[src/rtl/instr_decode_issue.sv]
// Decode-and-issue stage for the 16-bit core: one instruction per cycle in, registered ALU/RF bundle out.
// Optional build macro DECODE_ILLEGAL_TRAP_EN: illegal opcodes are flagged and halt the stage.
module instr_decode_issue #(
    parameter int INSTR_WIDTH = 16,
    parameter int REG_IDX_W   = 3,
    parameter int LINK_REG    = 7
) (
    input  logic                   clk,
    input  logic                   rst_n,
    input  logic                   in_valid,
    input  logic [INSTR_WIDTH-1:0] in_instr,
    output logic                   in_ready,
    input  logic                   flush,
    output logic                   out_valid,
    input  logic                   out_ready,
    output logic [4:0]             out_alu_op,
    output logic [1:0]             out_alu_funct,
    output logic [REG_IDX_W-1:0]   out_rs,
    output logic [REG_IDX_W-1:0]   out_rt,
    output logic [REG_IDX_W-1:0]   out_rd,
    output logic [INSTR_WIDTH-1:0] out_imm,
    output logic                   out_b_imm,
    output logic                   out_wr_en,
    output logic                   out_illegal,
    output logic                   halted
);

    typedef enum logic [0:0] {
        ST_RUN    = 1'b0,
        ST_HALTED = 1'b1
    } state_t;

    localparam logic [REG_IDX_W-1:0] LINK_IDX = REG_IDX_W'(LINK_REG);

    state_t                 state_r;
    state_t                 state_nxt_s;
    logic [4:0]             opcode_s;
    logic                   accept_s;
    logic                   flush_run_s;
    logic [1:0]             dec_funct_s;
    logic [REG_IDX_W-1:0]   dec_rs_s;
    logic [REG_IDX_W-1:0]   dec_rt_s;
    logic [REG_IDX_W-1:0]   dec_rd_s;
    logic [INSTR_WIDTH-1:0] dec_imm_s;
    logic                   dec_b_imm_s;
    logic                   dec_wr_en_s;
    logic                   dec_illegal_s;
    logic                   dec_stop_s;

    function automatic logic [INSTR_WIDTH-1:0] sext5(input logic [4:0] v);
        return {{(INSTR_WIDTH-5){v[4]}}, v};
    endfunction

    function automatic logic [INSTR_WIDTH-1:0] zext5(input logic [4:0] v);
        return {{(INSTR_WIDTH-5){1'b0}}, v};
    endfunction

    function automatic logic [INSTR_WIDTH-1:0] sext8(input logic [7:0] v);
        return {{(INSTR_WIDTH-8){v[7]}}, v};
    endfunction

    function automatic logic [INSTR_WIDTH-1:0] zext8(input logic [7:0] v);
        return {{(INSTR_WIDTH-8){1'b0}}, v};
    endfunction

    function automatic logic [INSTR_WIDTH-1:0] sext11(input logic [10:0] v);
        return {{(INSTR_WIDTH-11){v[10]}}, v};
    endfunction

    assign opcode_s    = in_instr[15:11];
    // A flush while halted must not kill the draining HALT bundle.
    assign flush_run_s = flush & (state_r == ST_RUN);
    assign in_ready    = (state_r == ST_RUN) & (~out_valid | out_ready) & ~flush;
    assign accept_s    = in_valid & in_ready;
    assign halted      = (state_r == ST_HALTED);

    // Field extraction for the incoming instruction.
    always_comb begin
        dec_funct_s   = 2'b00;
        dec_rs_s      = '0;
        dec_rt_s      = '0;
        dec_rd_s      = '0;
        dec_imm_s     = '0;
        dec_b_imm_s   = 1'b0;
        dec_wr_en_s   = 1'b0;
        dec_illegal_s = 1'b0;
        dec_stop_s    = 1'b0;
        casez (opcode_s)
            5'b010??: begin
                dec_rs_s    = in_instr[10:8];
                dec_rd_s    = in_instr[7:5];
                dec_imm_s   = opcode_s[1] ? zext5(in_instr[4:0]) : sext5(in_instr[4:0]);
                dec_b_imm_s = 1'b1;
                dec_wr_en_s = 1'b1;
            end
            5'b101??: begin
                dec_rs_s    = in_instr[10:8];
                dec_rd_s    = in_instr[7:5];
                dec_imm_s   = zext5(in_instr[4:0]);
                dec_b_imm_s = 1'b1;
                dec_wr_en_s = 1'b1;
            end
            5'b10000, 5'b10001: begin
                dec_rs_s    = in_instr[10:8];
                dec_rd_s    = in_instr[7:5];
                dec_imm_s   = sext5(in_instr[4:0]);
                dec_b_imm_s = 1'b1;
                dec_wr_en_s = opcode_s[0];
            end
            5'b10010: begin
                dec_rs_s    = in_instr[10:8];
                dec_rd_s    = in_instr[10:8];
                dec_imm_s   = zext8(in_instr[7:0]);
                dec_b_imm_s = 1'b1;
                dec_wr_en_s = 1'b1;
            end
            5'b10011: begin
                dec_rs_s    = in_instr[10:8];
                dec_rd_s    = in_instr[10:8];
                dec_imm_s   = sext5(in_instr[4:0]);
                dec_b_imm_s = 1'b1;
                dec_wr_en_s = 1'b1;
            end
            5'b11010, 5'b11011, 5'b111??: begin
                dec_rs_s    = in_instr[10:8];
                dec_rt_s    = in_instr[7:5];
                dec_rd_s    = in_instr[4:2];
                dec_funct_s = opcode_s[2] ? 2'b00 : in_instr[1:0];
                dec_wr_en_s = 1'b1;
            end
            5'b011??: begin
                dec_rs_s  = in_instr[10:8];
                dec_imm_s = sext8(in_instr[7:0]);
            end
            5'b11000: begin
                dec_rd_s    = in_instr[10:8];
                dec_imm_s   = sext8(in_instr[7:0]);
                dec_wr_en_s = 1'b1;
            end
            5'b00100, 5'b00110: begin
                dec_imm_s   = sext11(in_instr[10:0]);
                dec_rd_s    = opcode_s[1] ? LINK_IDX : '0;
                dec_wr_en_s = opcode_s[1];
            end
            5'b00101, 5'b00111: begin
                dec_rs_s    = in_instr[10:8];
                dec_imm_s   = sext8(in_instr[7:0]);
                dec_rd_s    = opcode_s[1] ? LINK_IDX : '0;
                dec_wr_en_s = opcode_s[1];
            end
            5'b00000: begin
                dec_stop_s = 1'b1;
            end
            5'b00010, 5'b00011: begin
`ifdef DECODE_ILLEGAL_TRAP_EN
                dec_illegal_s = 1'b1;
                dec_stop_s    = 1'b1;
`else
                dec_illegal_s = 1'b0;
`endif
            end
            default: begin
                dec_stop_s = 1'b0;
            end
        endcase
    end

    // RUN/HALTED next-state logic.
    always_comb begin
        state_nxt_s = state_r;
        case (state_r)
            ST_RUN: begin
                if (accept_s && dec_stop_s) begin
                    state_nxt_s = ST_HALTED;
                end else begin
                    state_nxt_s = ST_RUN;
                end
            end
            ST_HALTED: state_nxt_s = ST_HALTED;
            default:   state_nxt_s = ST_RUN;
        endcase
    end

    // FSM state register.
    always_ff @(posedge clk) begin
        if (!rst_n) begin
            state_r <= ST_RUN;
        end else begin
            state_r <= state_nxt_s;
        end
    end

    // Output bundle register: load on accept, drop valid on transfer or flush.
    always_ff @(posedge clk) begin
        if (!rst_n) begin
            out_valid     <= 1'b0;
            out_alu_op    <= 5'b00000;
            out_alu_funct <= 2'b00;
            out_rs        <= '0;
            out_rt        <= '0;
            out_rd        <= '0;
            out_imm       <= '0;
            out_b_imm     <= 1'b0;
            out_wr_en     <= 1'b0;
            out_illegal   <= 1'b0;
        end else if (accept_s) begin
            out_valid     <= 1'b1;
            out_alu_op    <= opcode_s;
            out_alu_funct <= dec_funct_s;
            out_rs        <= dec_rs_s;
            out_rt        <= dec_rt_s;
            out_rd        <= dec_rd_s;
            out_imm       <= dec_imm_s;
            out_b_imm     <= dec_b_imm_s;
            out_wr_en     <= dec_wr_en_s;
            out_illegal   <= dec_illegal_s;
        end else if (flush_run_s || out_ready) begin
            out_valid <= 1'b0;
        end
    end

endmodule

[config.mk]
export PLATFORM = sky130hd
export DESIGN_NAME = instr_decode_issue
export DESIGN_NICKNAME = d
export VERILOG_FILES = /design/src/rtl/instr_decode_issue.sv
export SDC_FILE = /design/constraint.sdc
export NUM_CORES = 1
export LEC_CHECK = 0
export CAP_MARGIN = 30
export CORE_MARGIN = 2
export CORE_UTILIZATION = 48
export CTS_CLUSTER_DIAMETER = 60
export DETAILED_ROUTE_END_ITERATION = 10
export PLACE_DENSITY = 0.85
export SLEW_MARGIN = 20
export SYNTH_ARGS = -nofsm -noshare
export SYNTH_HDL_FRONTEND = slang
export SYNTH_SLANG_ARGS = --single-unit
[constraint.sdc]
create_clock -name clk -period 3.65 [get_ports clk]
set_input_delay 0.73 -clock clk [delete_from_list [all_inputs] [get_ports clk]]
set_output_delay 0.73 -clock clk [all_outputs]
set_load 0.05 [all_outputs]
==> results.json <==
{
  "startpoint": "flush",
  "synth_edf_count": 0,
  "finalSetupViolations": 0,
  "ys_seq_area_share_pct": 37.1,
  "synthArstFlopShare_pct": 0,
  "fin_crit_ns": 3.05,
  "chipWidth_um": 63.1,
  "antenna_found_initial": 0,
  "status": "finished clean",
  "routed_wl_um": 4190,
  "drive_gt1_share_pct": 6.75,
  "grt_max_degree": 23,
  "r2r_cells": 5,
  "synthCells": 206,
  "synthTopCellsByArea": "dfxtp_1 37%, a21oi_1 6.0%, nand3_1 5.4%",
  "io_buffers": 57,
  "initial_core_util_pct": 50.2,
  "cts_made_buffers": 5,
  "synthToLayoutAreaGrowth_pct": 34.3,
  "vias": 1650,
  "powerDensity_nw_per_um2": 338,
  "critPathLaunchType": "input port",
  "cts_tree": "built",
  "synth_top_area_cell": "dfxtp_1",
  "htreeDepth": 2,
  "critPathCaptureType": "output pin",
  "cts.sinks": 31,
  "ant_nets": 0,
  "endpoint": "in_ready",
  "tightest_slew_ns": 0.766,
  "cts_setup_buffers": 0,
  "maxCapViolCount": 0,
  "clk_pin_slew_ns": 0.09,
  "drv_slew": 0,
  "reg2reg_from": "halted$_SDFF_PN0_",
  "antenna_cells": 0,
  "ys_top_cells_by_count": "31 x dfxtp_1, 23 x nand2_1, 20 x a21oi_1",
  "dp.cells": 291,
  "r2r-end": "out_b_imm$_SDFFE_PN0P_",
  "rsz0062_at_grt": "false",
  "peakVddDrop_mv": 0.226,
  "place_congestion": 0.816,
  "synth_seq_cells": 31,
  "cts_hold_buf": 0,
  "dr.pass1.iters": 5,
  "cts_resized": 0,
  "whs_ns": 0.458,
  "die_h_um": 63.1,
  "synth_flop_cell": "dfxtp_1",
  "synth_top_area_share_pct": 37.1,
  "arrival_ns": 2.32,
  "grt_use_total_pct": 22.5,
  "syn-num-nets": 227,
  "grt_pass1_wl_um": 7160,
  "synth_area_um2": 1670,
  "instances_no_fill": 298,
  "grt_pass1_vias": 1556,
  "vias_per_cell": 5.54,
  "hold_viol": 0,
  "fin_crit_sh_pct": 83.6,
  "yosys_warnings": 0,
  "path_max_fanout": 4,
  "drt_iter0_drc": 94,
  "dp_hpwl_um": 2990,
  "hold_path_class": "reg -> reg",
  "path_class": "in -> out",
  "fmax_mhz": 328,
  "die_area_um2": 3980,
  "core_area_um2": 3340,
  "grt_overflow_total": 0,
  "worst-endpoint-required_ns": 2.92,
  "synth.most_common_cell": "dfxtp_1",
  "tns_ns": 0,
  "syn_area_per_cell_um2": 8.13,
  "layout.nets": 273,
  "ff2ff_setup_slack_ns": 1.74,
  "fin_skew_ns": 0.00686,
  "drc_errors": 0,
  "slew-limit-headroom_pct": 48.8,
  "cts_buffer_depth": 2,
  "ys_types": 43,
  "rows": 21,
  "p_total_mw": 0.760,
  "min_path_cells": 2,
  "insertion_delay_ns": 0.33,
  "power.leakage_nw": 0.762,
  "io_pins": 59,
  "cts-root-buf": "clkbuf_4",
  "route.detailed.wl_per_inst_um": 14.1
}
==> cell families (layout without fill, tap and decap cells) <==
family / after synthesis / count (layout) / share of synthesized area [%]
other cells: 1 / 1 / 0.224
xor+xnor: 3 / 3 / 1.57
buf+inv: 27 / 73 / 9.49
flops: 31 / 31 / 37.1
compound gates: 57 / 57 / 23.8
mux: 3 / 3 / 1.79
simple gates: 84 / 84 / 26.0
==> how the worst min path moves through the flow <==
| stage | from | end | slack, ns |
|---|---|---|---|
| 5_1_grt | out_imm[4]$_SDFFE_PN0P_ | out_imm[4]$_SDFFE_PN0P_ | 0.48 |
| 2_1_floorplan | out_alu_funct[0]$_SDFFE_PN0P_ | out_alu_funct[0]$_SDFFE_PN0P_ | 0.67 |
| 3_3_place_gp | out_rt[1]$_SDFFE_PN0P_ | out_rt[1]$_SDFFE_PN0P_ | 0.44 |
| 4_1_cts | out_alu_op[3]$_SDFFE_PN0P_ | out_alu_op[3]$_SDFFE_PN0P_ | 0.46 |
| 6_report | out_rt[2]$_SDFFE_PN0P_ | out_rt[2]$_SDFFE_PN0P_ | 0.46 |
| 3_5_place_dp | out_alu_op[3]$_SDFFE_PN0P_ | out_alu_op[3]$_SDFFE_PN0P_ | 0.45 |
==> metal layers <==
| metal | global-route usage, % | share of wire (%) | up-vias |
|---|---|---|---|
| met3 | 6.07 | 8.9 | 4 |
| met1 | 29.1 | 44 | 742 |
| met5 | 0 | 0 | - |
| met4 | 7.78 | 0.79 | 0 |
| li1 | - | - | 828 |
| met2 | 36.2 | 46 | 76 |
==> worst max-delay path: stages <==
cell	delay (ns)
clkdlybuf4s50_1	0.42
nor2_1	0.20
and2_1	0.16
clkdlybuf4s50_1	0.80
==> sequential cells by signal, indices dropped and copies added, names as in the netlist, 2 cells and up <==
name / cells
out_rt: 3
out_rd: 3
out_alu_op: 5
out_rs: 3
out_alu_funct: 2
out_imm: 11
==> cell usage in the layout, fill, tap and decap left out, types with 2 or more instances in the layout <==
cell type	n
a21oi_1	20
nand3_1	18
clkdlybuf4s50_1	57
clkbuf_4	5
a211oi_1	4
o21a_1	3
nor2_1	9
dfxtp_1	31
mux2i_1	3
nand2_1	23
a22o_1	6
a222oi_1	3
and2_1	6
nor2b_1	2
o21ai_1	3
nor3b_1	3
o211ai_1	3
nand4_1	4
nor3_1	4
a22oi_1	7
inv_1	4
buf_4	4
xnor2_1	3
nand2b_1	7
==> metrics by stage <==
stage | instance area, um2 | setup WS, ns | util, %
floorplan | 1670 | 1.60 | -
global placement | 2190 | 0.655 | 65.7
detailed placement | 2190 | 0.630 | 65.7
CTS | 2250 | 0.621 | 67.4
global route | 2250 | 0.518 | 67.4
finish | 2250 | 0.600 | 67.4
==> power by group <==
part	internal, mW	total (mW)	switching, mW	leakage [nW]
sequential	0.350	0.356	0.00622	0.252
clock	0.0891	0.202	0.113	0.0341
combinational	0.0766	0.201	0.125	0.476
total	0.515	0.760	0.244	0.762
==> area by class of cell <==
cell class	count	area (um2)
Multi-Input combinational cell	148	895
Inverter	5	18.8
Tap cell	46	57.6
Timing Repair Buffer	61	601
Sequential cell	31	621
Clock buffer	6	51.3
Clock inverter	1	5.00
Fill cell	296	1090
No activity file was read; power rests on OpenSTA's default activity.
